### config.mk
export PLATFORM = sky130hd
export DESIGN_NAME = bcd_to_bin_seq
export DESIGN_NICKNAME = d
export VERILOG_FILES = /design/src/rtl/bcd_to_bin_seq.sv
export SDC_FILE = /design/constraint.sdc
export NUM_CORES = 1
export LEC_CHECK = 0
export ABC_AREA = 1
export CAP_MARGIN = 25
export CORE_AREA = 4 4 72 74
export CTS_BUF_LIST = sky130_fd_sc_hd__clkbuf_2 sky130_fd_sc_hd__clkbuf_4 sky130_fd_sc_hd__clkbuf_8
export DETAILED_ROUTE_END_ITERATION = 8
export DIE_AREA = 0 0 76 78
export GPL_TIMING_DRIVEN = 0
export SLEW_MARGIN = 5
export SYNTH_ARGS = -nofsm -noshare
export SYNTH_HDL_FRONTEND = slang
export SYNTH_SLANG_ARGS = --single-unit
### constraint.sdc
create_clock -name clk -period 2.6 [get_ports clk]
set_input_delay 0.78 -clock clk [delete_from_list [all_inputs] [get_ports clk]]
set_output_delay 0.78 -clock clk [all_outputs]
set_load 0.02 [all_outputs]
### src/rtl/bcd_to_bin_seq.sv
// Sequential packed-BCD to binary converter (reverse double-dabble).
// One bit of the BCD word moves into the binary register per SHIFT cycle.
module bcd_to_bin_seq #(
    parameter int DIGITS = 2,
    parameter int BIN_W  = 7
) (
    input  logic                  clk,
    input  logic                  rst_n,
    input  logic                  start,
    input  logic [4*DIGITS-1:0]   bcd_in,
    output logic                  busy,
    output logic                  done,
    output logic [BIN_W-1:0]      bin_out,
    output logic                  err
);

    localparam int BCD_W = 4 * DIGITS;
    localparam int CNT_W = $clog2(BIN_W + 1);

    typedef enum logic [1:0] {
        IDLE  = 2'd0,
        SHIFT = 2'd1,
        DONE  = 2'd2
    } state_t;

    state_t             state_q, state_d;
    logic [BCD_W-1:0]   bcd_q, bcd_d;
    logic [BIN_W-1:0]   bin_q, bin_d;
    logic [CNT_W-1:0]   cnt_q, cnt_d;
    logic [BIN_W-1:0]   bin_out_q, bin_out_d;
    logic               err_q, err_d;

    function automatic logic has_bad_digit(input logic [BCD_W-1:0] v);
        logic bad;
        bad = 1'b0;
        for (int i = 0; i < DIGITS; i++) begin
            if (v[4*i +: 4] > 4'd9) begin
                bad = 1'b1;
            end
        end
        return bad;
    endfunction

    // After a right shift a digit >= 8 holds a borrowed half-ten; subtracting 3 restores BCD.
    function automatic logic [BCD_W-1:0] dabble_fix(input logic [BCD_W-1:0] v);
        logic [BCD_W-1:0] r;
        r = v;
        for (int i = 0; i < DIGITS; i++) begin
            if (v[4*i +: 4] >= 4'd8) begin
                r[4*i +: 4] = v[4*i +: 4] - 4'd3;
            end
        end
        return r;
    endfunction

    always_comb begin
        state_d   = state_q;
        bcd_d     = bcd_q;
        bin_d     = bin_q;
        cnt_d     = cnt_q;
        bin_out_d = bin_out_q;
        err_d     = err_q;

        case (state_q)
            IDLE: begin
                if (start) begin
                    if (has_bad_digit(bcd_in)) begin
                        bin_out_d = '0;
                        err_d     = 1'b1;
                        state_d   = DONE;
                    end else begin
                        bcd_d   = bcd_in;
                        bin_d   = '0;
                        cnt_d   = CNT_W'(BIN_W);
                        state_d = SHIFT;
                    end
                end
            end
            SHIFT: begin
                bcd_d = dabble_fix(bcd_q >> 1);
                bin_d = {bcd_q[0], bin_q[BIN_W-1:1]};
                cnt_d = cnt_q - CNT_W'(1);
                // Result registers load on entry to DONE so they are valid while done is high.
                if (cnt_q == CNT_W'(1)) begin
                    bin_out_d = bin_d;
                    err_d     = 1'b0;
                    state_d   = DONE;
                end
            end
            DONE: begin
                state_d = IDLE;
            end
            default: begin
                state_d = IDLE;
            end
        endcase
    end

    always_ff @(posedge clk or negedge rst_n) begin
        if (!rst_n) begin
            state_q   <= IDLE;
            bcd_q     <= '0;
            bin_q     <= '0;
            cnt_q     <= '0;
            bin_out_q <= '0;
            err_q     <= 1'b0;
        end else begin
            state_q   <= state_d;
            bcd_q     <= bcd_d;
            bin_q     <= bin_d;
            cnt_q     <= cnt_d;
            bin_out_q <= bin_out_d;
            err_q     <= err_d;
        end
    end

    assign busy    = (state_q == SHIFT);
    assign done    = (state_q == DONE);
    assign bin_out = bin_out_q;
    assign err     = err_q;

endmodule
==> results.yml <==
status:
  run_status: "completed"
timing:
  fmax_ghz: 0.426
  maxSlewViolCount: 0
  period_needed_ns: 2.35
  rsz0062_at_grt: "no"
  hold_violations: 0
  max-slew-margin-rel_pct: 56.2
  setup_viol: 0
  skew_ns: 0.00727
  finalSetupTns_ns: 0
  period_share_pct: 90.3
  worst_pin_slew_ns: 0.655
yosys:
  synth_flop_cell: "dfrtp_1"
  synth_top_area_share_pct: 51.0
  yosysTopAreaCell: "dfrtp_1"
  yosysUniqueCellTypes: 23
  syn_avg_cell_area_um2: 8.22
  synth_fp_nets: 176
  netlist_area_um2: 1320
  syn_inst: 161
  synth_edf_count: 0
  synth.yosys.seq_area_share_pct: 51.0
  synth.area.top_cells: "dfrtp_1, nand2_1, ha_1, nand3_1, o21ai_0"
  yosysWarnings: 0
  synthArstFlopShare_pct: 100
  ys_ff_latch: 27
  synthTopCellsByCount: "nand2_1, dfrtp_1, inv_1"
  synth_most_common_cell: "nand2_1"
setup_path:
  crit_type: "reg -> out"
  max_stage_delay_ns: 0.43
  r2r_end: "bin_out[4]$_DFFE_PN0P_"
  critPathSlowestCell: "dfrtp_1"
  reg2reg_from: "cnt_q[1]$_DFFE_PN0P_"
  r2r_slack_ns: 1.17
  reg2reg_depth: 9
  cp.arrival_ns: 1.57
  setup.worst_path.start: "state_q[1]$_DFFE_PN0P_"
  worstPathMaxFanout: 10
  path_cells: "inv_1, nand2_2, inv_2, buf_2, dlygate4sd2_1"
  required_ns: 1.82
  crit_path_end_kind: "output port"
  startpoint_type: "flop"
global_routing:
  grt_pass1_wl_um: 4970
  grt_overflow: 0
  antenna_found_initial: 0
  grt_pass1_vias: 1010
  track_usage_pct: 10.4
  grt_max_degree: 17
floorplanning:
  core_area_um2: 4600
  num_rows: 25
  die_h_um: 78
  pin_count: 21
  start_util_pct: 28.8
  dieArea_um2: 5930
  dieWidth_um: 76
clocking:
  cts_buffers: 3
  clock_tree.root_cell: "clkbuf_8"
  h-tree-depth: 1
  clk_pin_slew_ns: 0.10
  cts_buffer_depth: 2
  tritoncts: "yes"
  cts.sinks: 27
  clk_latency_ns: 0.28
finish:
  fin_nets: 202
  fillers: 466
  drive_gt1_share_pct: 10.2
  antenna_cells: 0
  design_area_um2: 1660
  area.growth.synth_to_final_pct: 25.7
drt:
  avgRoutedWirePerCell_um: 11.1
  viasPerCell: 4.32
  dr.pass1.iters: 4
  first_iter_violations: 69
  drc_errors: 0
  ant_nets: 0
  num_vias: 1037
  wirelength_um: 2670
worst_hold_path:
  min_to: "bin_out[0]$_DFFE_PN0P_"
  min_path_type: "reg -> reg"
  min_path_cells: 2
  hold_start: "bin_out[0]$_DFFE_PN0P_"
power_and_ir_drop:
  ir_drop_mv: 0.325
  cellPowerDensity_nw_per_um2: 1200
  power.leakage_nw: 0.871
place:
  routabilityCongestion: 0.770
  dp.final_hpwl_um: 2010
  placed_area_um2: 1620
  numPortBuffers: 20
job:
  max_cap_violations: 0
## power by group
part	switching, mW	internal, mW
sequential	0.133	0.598
clock	0.136	0.108
combinational	0.612	0.405
total	0.881	1.11
## per-layer routing
layer	track usage (%)	vias to the layer above	routed length, µm
met5	0	-	0
li1	-	549	-
met3	1.97	4	67
met2	15.7	12	1230
met1	14.1	472	1310
met4	4.98	0	56
## timing repair
action,CTS,global route
resized for setup,1,0
endpoints found under the setup margin,1,0
endpoints found under the hold margin,0,0
hold buffers,0,0
buffers inserted,0,0
## worst max-delay path by stage
stage / to / slack, ns
6_report: busy / 0.25
2_1_floorplan: busy / 0.97
3_3_place_gp: busy / 0.28
4_1_cts: busy / 0.23
5_1_grt: busy / 0.12
3_5_place_dp: busy / 0.28
## critical path: cells and delay by family, from the launching register on
family	cells	cell delay [ns]
and+or+nand+nor	1	0.10
buffers and inverters	4	0.76
DFF	1	0.43
## sequential cells by signal, indices dropped and copies added (netlist names)
signal and count:
bcd_q 8, cnt_q 3, bin_out 7, err 1
bin_q 6, state_q 2
## layout by cell type, fill, tap and decap left out
cell             count
clkdlybuf4s50_1     19
inv_1               10
a21boi_1             1
xor2_1               2
nor2_1               7
nand2_2              1
nor2_2               2
buf_4                1
a22oi_1              1
dlygate4sd2_1        1
o21ai_2              1
inv_2                1
nor3_2               1
nand2_1             75
clkbuf_8             3
nand2_4              2
o21bai_1             1
o21ai_0              8
o21ai_1              1
a21boi_0             1
clkinv_2             1
buf_16               1
dfrtp_1             27
buf_6                2
nor2_4               1
ha_1                 4
buf_2                2
nand3_1              9
## cell families (layout without fill, tap and decap cells)
kind of cell / Yosys count / after routing / synth area share, %
AOI/OAI and AO/OA: 14 / 14 / 6.33
buffers and inverters: 16 / 41 / 6.14
xor gates and xnor gates: 2 / 2 / 1.32
adders and majority gates: 4 / 4 / 3.78
and+or+nand+nor: 98 / 98 / 31.4
DFF: 27 / 27 / 51.0
## through the flow
step	hold slack, ns	setup WS (ns)	power, mW	util, %	std cells
floorplan	0.443	0.972	1.46	-	161
global placement	0.455	0.284	1.76	34.6	235
detailed placement	0.459	0.278	1.79	35.2	236
CTS	0.483	0.234	2.03	36.2	240
global route	0.508	0.121	2.21	36.2	240
finish	0.474	0.252	1.99	36.2	240
## final cells by class
cell class | instances | area, µm² | area share [%]
Buffer | 5 | 40.0 | 2.41
Clock buffer | 3 | 41.3 | 2.48
Clock inverter | 1 | 5.00 | 0.301
Inverter | 11 | 41.3 | 2.48
Multi-Input combinational cell | 118 | 567 | 34.1
Sequential cell | 27 | 676 | 40.6
Tap cell | 54 | 67.6 | 4.06
Timing Repair Buffer | 21 | 226 | 13.6
No activity file was read; power rests on OpenSTA's default activity.
